===== src/rtl/stopwatch_pkg.sv =====
// Shared types and constants for the stopwatch timebase and BCD time counter.
// Optional lap hold is enabled in the top by defining STOPWATCH_LAP_HOLD_EN.
package stopwatch_pkg;

  typedef enum logic [1:0] {
    ST_IDLE  = 2'd0,
    ST_RUN   = 2'd1,
    ST_PAUSE = 2'd2
  } state_t;

  typedef logic [3:0] bcd_t;

  localparam logic [3:0] DP_SEL = 4'b0100;

  localparam bcd_t MAX_HUND  = 4'd9;
  localparam bcd_t MAX_TENTH = 4'd9;
  localparam bcd_t MAX_SEC_U = 4'd9;
  localparam bcd_t MAX_SEC_T = 4'd5;

endpackage


===== src/rtl/bcd_digit_counter.sv =====
// One BCD digit that wraps at MAX and reports carry combinationally.
// Chained through carry to build the SS.hh time value.
module bcd_digit_counter
  import stopwatch_pkg::*;
#(
  parameter bcd_t MAX = 4'd9
) (
  input  logic clk,
  input  logic rst_n,
  input  logic clr,
  input  logic inc,
  output bcd_t q,
  output logic carry
);

  logic w_at_max;

  // >= keeps the digit inside BCD range even if it were ever disturbed
  assign w_at_max = (q >= MAX);
  assign carry    = inc && w_at_max;

  always_ff @(posedge clk) begin
    if (!rst_n) begin
      q <= '0;
    end else if (clr) begin
      q <= '0;
    end else if (inc) begin
      q <= w_at_max ? 4'd0 : q + 4'd1;
    end
  end

endmodule


===== src/rtl/stopwatch_bcd_counter.sv =====
// Stopwatch timebase: prescaler, run/pause FSM and 4-digit BCD SS.hh counter.
// Define STOPWATCH_LAP_HOLD_EN to add the lap hold (frozen display, live count).
//
// state    | meaning
// ST_IDLE  | time zero, stopped
// ST_RUN   | prescaler and digits counting
// ST_PAUSE | stopped, time and partial prescaler period held
module stopwatch_bcd_counter
  import stopwatch_pkg::*;
#(
  parameter int CLK_HZ  = 100000000,
  parameter int TICK_HZ = 100
) (
  input  logic        clk,
  input  logic        rst_n,
  input  logic        start_stop,
  input  logic        clear,
  input  logic        lap,
  output logic [15:0] digits,
  output logic        running,
  output logic        tick,
  output logic        rollover,
  output logic [3:0]  dp_sel
);

  localparam int DIV = CLK_HZ / TICK_HZ;
  localparam int PW  = (DIV < 2) ? 1 : $clog2(DIV);
  localparam logic [PW-1:0] TC = PW'(DIV - 1);

  if (DIV < 2) begin : g_div_check
    $error("stopwatch_bcd_counter: CLK_HZ/TICK_HZ must be at least 2");
  end

  state_t        r_state;
  state_t        w_state_nxt;
  logic [PW-1:0] r_presc;
  logic          r_tick;
  logic          r_rollover;
  logic          w_tick;
  logic          w_c0, w_c1, w_c2, w_c3;
  bcd_t          w_hund, w_tenth, w_sec_u, w_sec_t;
  logic [15:0]   w_live;

  always_ff @(posedge clk) begin
    if (!rst_n) begin
      r_state <= ST_IDLE;
    end else begin
      r_state <= w_state_nxt;
    end
  end

  always_comb begin
    w_state_nxt = r_state;
    case (r_state)
      ST_IDLE:  if (start_stop) w_state_nxt = ST_RUN;
      ST_RUN:   if (start_stop) w_state_nxt = ST_PAUSE;
      ST_PAUSE: begin
        if (start_stop)  w_state_nxt = ST_RUN;
        else if (clear)  w_state_nxt = ST_IDLE;
      end
      default:  w_state_nxt = ST_IDLE;
    endcase
  end

  // clear beats a terminal count: the period restarts and nothing increments
  assign w_tick = (r_state == ST_RUN) && (r_presc == TC) && !clear;

  always_ff @(posedge clk) begin
    if (!rst_n) begin
      r_presc    <= '0;
      r_tick     <= 1'b0;
      r_rollover <= 1'b0;
    end else begin
      r_tick     <= w_tick;
      r_rollover <= w_c3;
      if (clear) begin
        r_presc <= '0;
      end else if (r_state == ST_RUN) begin
        r_presc <= (r_presc == TC) ? '0 : r_presc + 1'b1;
      end
    end
  end

  bcd_digit_counter #(.MAX(MAX_HUND)) u_hund (
    .clk(clk), .rst_n(rst_n), .clr(clear), .inc(w_tick), .q(w_hund), .carry(w_c0)
  );
  bcd_digit_counter #(.MAX(MAX_TENTH)) u_tenth (
    .clk(clk), .rst_n(rst_n), .clr(clear), .inc(w_c0), .q(w_tenth), .carry(w_c1)
  );
  bcd_digit_counter #(.MAX(MAX_SEC_U)) u_sec_u (
    .clk(clk), .rst_n(rst_n), .clr(clear), .inc(w_c1), .q(w_sec_u), .carry(w_c2)
  );
  bcd_digit_counter #(.MAX(MAX_SEC_T)) u_sec_t (
    .clk(clk), .rst_n(rst_n), .clr(clear), .inc(w_c2), .q(w_sec_t), .carry(w_c3)
  );

  assign w_live = {w_sec_t, w_sec_u, w_tenth, w_hund};

`ifdef STOPWATCH_LAP_HOLD_EN
  logic        r_hold;
  logic [15:0] r_hold_val;

  always_ff @(posedge clk) begin
    if (!rst_n) begin
      r_hold     <= 1'b0;
      r_hold_val <= '0;
    end else if (clear) begin
      r_hold <= 1'b0;
    end else if (lap && (r_state == ST_RUN)) begin
      if (r_hold) begin
        r_hold <= 1'b0;
      end else begin
        r_hold     <= 1'b1;
        r_hold_val <= w_live;
      end
    end
  end

  assign digits = r_hold ? r_hold_val : w_live;
`else
  logic w_unused_lap;
  assign w_unused_lap = lap;
  assign digits       = w_live;
`endif

  assign running  = (r_state == ST_RUN);
  assign tick     = r_tick;
  assign rollover = r_rollover;
  assign dp_sel   = DP_SEL;

endmodule


===== config.mk =====
export PLATFORM = sky130hd
export DESIGN_NAME = stopwatch_bcd_counter
export DESIGN_NICKNAME = d
export VERILOG_FILES = /design/src/rtl/stopwatch_pkg.sv /design/src/rtl/bcd_digit_counter.sv /design/src/rtl/stopwatch_bcd_counter.sv
export SDC_FILE = /design/constraint.sdc
export NUM_CORES = 1
export LEC_CHECK = 0
export ABC_AREA = 1
export CAP_MARGIN = 20
export CORE_AREA = 2 2 98 100
export CTS_CLUSTER_DIAMETER = 30
export DETAILED_ROUTE_END_ITERATION = 16
export DIE_AREA = 0 0 100 102
export PLACE_DENSITY_LB_ADDON = 0.25
export SETUP_SLACK_MARGIN = 0.3
export SYNTH_ARGS = -nofsm -noshare
export SYNTH_HDL_FRONTEND = slang
export SYNTH_SLANG_ARGS = --single-unit

===== constraint.sdc =====
create_clock -name clk -period 1.72 [get_ports clk]
set_input_delay 0.172 -clock clk [delete_from_list [all_inputs] [get_ports clk]]
set_output_delay 0.172 -clock clk [all_outputs]
set_load 0.01 [all_outputs]

==> flow_metrics.py <==
metrics = {
    "outcome": {
        "outcome": "completed",
    },
    "critical_path": {
        "slowest_delay_ns": 0.35,
        "crit_family": "simple AND/OR/NAND/NOR gates",
        "cp.arrival_ns": 1.67,
        "path_depth": 10,
        "worst_setup_path_end_kind": "flip-flop",
        "r2r_cells": 10,
        "worst_r2r_endpoint": "r_presc[14]",
        "crit_start": "r_presc[1]",
        "cp_slowest_cell": "dfxtp_2",
        "path_buf_inv": 1,
        "path_cells": "ha_4 -> nand2_2 -> inv_2 -> nand2_4 -> nor2_4 -> nand2_2 -> nor2_4 -> nand3_1 -> o21ai_0 -> a21oi_1",
        "critPathCapture": "r_presc[14]",
        "r2r_start": "r_presc[1]",
        "path_class": "reg2reg",
        "cp_max_fo": 3,
        "crit_required_ns": 1.90,
        "reg2reg_slack_ns": 0.23,
        "critPathLaunchType": "flip-flop",
    },
    "place": {
        "hpwl_um": 3580,
        "place_area_sq_um": 2690,
        "gp_congestion": 0.825,
        "dp_worst_setup_slack_ns": 0.0852,
        "port-buffer-count": 22,
    },
    "pwr": {
        "finalPower_uw": 1830,
        "ir_drop_mv": 0.317,
        "powerDensity_nw_per_um2": 557,
        "p_leak_uw": 0.00147,
    },
    "synth": {
        "ys_async_sr_fraction": 0,
        "synthTopCellsByCount": "nand2_1 (52), inv_1 (46), nor2_1 (45)",
        "syn_area_per_cell_sq_um": 7.29,
        "synth_edf_count": 0,
        "ys_seq_area_frac": 0.358,
        "synthFlopType": "dfxtp_1",
        "netlist.area_leader.share": 0.358,
        "synth_top_area_cell": "dfxtp_1",
        "synthCells": 307,
        "synth_area_leaders": "dfxtp_1 (36%), nand2_1 (8.7%), inv_1 (7.7%), nor2_1 (7.5%), ha_1 (7.3%)",
        "yosys_warnings": 0,
        "ys_types": 32,
        "synth.most_common_cell": "nand2_1",
        "synth_seq_cells": 40,
        "netlist_area_sq_um": 2240,
    },
    "routing": {
        "m1WireLength_um": 2470,
        "drc": 0,
        "wl_met2_um": 2500,
        "wire_per_inst_um": 10.9,
        "drt_iter0_markers": 70,
        "final_antenna_net_count": 0,
        "wl_met3_um": 174,
        "maxUsedRoutingLayer": "met4",
        "routed_via_density": 4.27,
        "wl_um": 5170,
        "vias": 2030,
        "first_pass_iters": 4,
    },
    "cells_and_area": {
        "drive_gt1_frac": 0.398,
        "nFillCells": 961,
        "syn_to_final_growth_pct": 46.6,
        "final_area_sq_um": 3280,
        "fin_nets": 381,
        "antenna_cells": 0,
    },
    "clock_network": {
        "clk_latency_ns": 0.30,
        "htreeDepth": 2,
        "cts_tree": "done",
        "clk_pin_slew_ns": 0.08,
        "clock_path_buffers": 2,
        "cts_inserted_buffers": 5,
        "cts-root-buf": "clkbuf_8",
        "cts_sinks": 40,
    },
    "die": {
        "ioPinCount": 28,
        "initial_core_util": 0.246,
        "rows": 35,
        "die_width_um": 100,
        "die_area_sq_um": 10200,
        "fp.dieH_um": 102,
        "core-area_sq_um": 9110,
    },
    "grt": {
        "grt.total_usage": 0.106,
        "grt_max_degree": 13,
        "grt_first_pass_wirelength_um": 8700,
        "globalRouteOverflowTotal": 0,
        "antenna_found_initial": 0,
        "grt_pass1_vias": 1902,
    },
    "sta": {
        "fin_setup_tns_ns": 0,
        "report.final.slew_viol_count": 0,
        "final.setup.worst_slack_ns": 0.226,
        "hold_viol": 0,
        "finalSetupViolations": 0,
        "post-route-period-util": 0.868,
        "rsz0062_at_grt": "true",
        "fin_skew_ns": 0.00960,
        "fin_crit_ns": 1.49,
        "timing.fmax_ghz": 0.670,
        "finalHoldWorstSlack_ns": 0.466,
    },
    "job": {
        "max_cap_viol_count": 0,
    },
    "worst_hold_path": {
        "holdCritStartpoint": "r_presc[5]",
        "hold_path.class": "reg2reg",
    },
}
stage by stage:
step | cells | util
floorplan | 309 | -
global placement | 446 | 0.296
detailed placement | 446 | 0.296
CTS | 468 | 0.333
global route | 475 | 0.360
finish | 475 | 0.360
what timing repair did:
item                       CTS  global route
pin swaps                   21            21
resized for setup           49            65
setup buffers               14             6
hold buffers                 0             0
setup endpoints to repair   37            43
cloned                       0             1
kinds of logic after synthesis:
group / share of synthesized area
fa+ha+maj: 0.0727
xor+xnor: 0.0470
flops: 0.358
buf+inv: 0.104
other cells: 0.00336
compound gates: 0.0777
simple gates: 0.338
worst min-delay path by stage:
| stage | cells after the start | slack [ns] | endpoint |
|---|---|---|---|
| 2_1_floorplan | 3 | 0.34 | u_hund.q[0] |
| 3_3_place_gp | 2 | 0.47 | u_hund.q[3] |
| 3_5_place_dp | 2 | 0.48 | u_hund.q[3] |
| 4_1_cts | 1 | 0.46 | r_presc[5] |
| 5_1_grt | 1 | 0.49 | r_presc[5] |
| 6_report | 1 | 0.47 | r_presc[5] |
placed cells by master, fill, tap and decap left out, types with 2 or more instances in the layout:
master	count
dlymetal6s2s_1	8
dfxtp_1	18
nor2_4	11
nand2_4	5
nor3b_2	2
inv_1	38
nand2_2	18
nor2_2	14
buf_12	2
nor3_1	6
buf_4	25
nand2_1	37
clkbuf_8	5
inv_2	9
nand3_2	2
nand4_1	9
nor3_4	2
xor2_1	7
buf_6	3
clkdlybuf4s50_1	9
ha_1	12
conb_1	4
nor2_1	33
o21ai_1	6
nand3_1	4
dfxtp_4	4
nor3_2	3
dlygate4sd2_1	4
a31oi_4	2
a21oi_2	6
dfxtp_2	18
xnor2_1	5
a21oi_1	13
registers in the layout (all words and copies together), names as in the netlist:
name	flops
u_sec_t.q	4
rollover	1
r_state	2
tick	1
u_sec_u.q	4
u_tenth.q	4
u_hund.q	4
r_presc	20
where the power goes:
part	switching (uW)	total [uW]	internal, uW	leakage (uW)
clock	340	771	431	0.0000552
combinational	67.2	126	59.2	0.00108
sequential	4.43	929	925	0.000335
total	412	1830	1410	0.00147
final cells by class:
type | instances | area (sq um) | area share
flip-flops and latches | 40 | 838 | 0.256
multi-input cells | 214 | 1490 | 0.455
clock buffers | 6 | 72.6 | 0.0221
well taps | 111 | 139 | 0.0423
inverters | 49 | 191 | 0.0584
repair buffers | 53 | 512 | 0.156
clock inverters | 2 | 35.0 | 0.0107
worst register-to-register path, stage by stage (launching register included):
cell     delay, ns
dfxtp_2       0.35
ha_4          0.15
nand2_2       0.05
inv_2         0.06
nand2_4       0.06
nor2_4        0.13
nand2_2       0.09
nor2_4        0.15
nand3_1       0.11
o21ai_0       0.17
a21oi_1       0.06
metal layers:
metal  GRT usage  vias to the layer above
met5           0                        -
met4      0.0253                        0
met3      0.0280                        4
met2       0.179                       26
met1       0.135                      934
li1            -                     1066
Power figures use the tool's default switching activity.
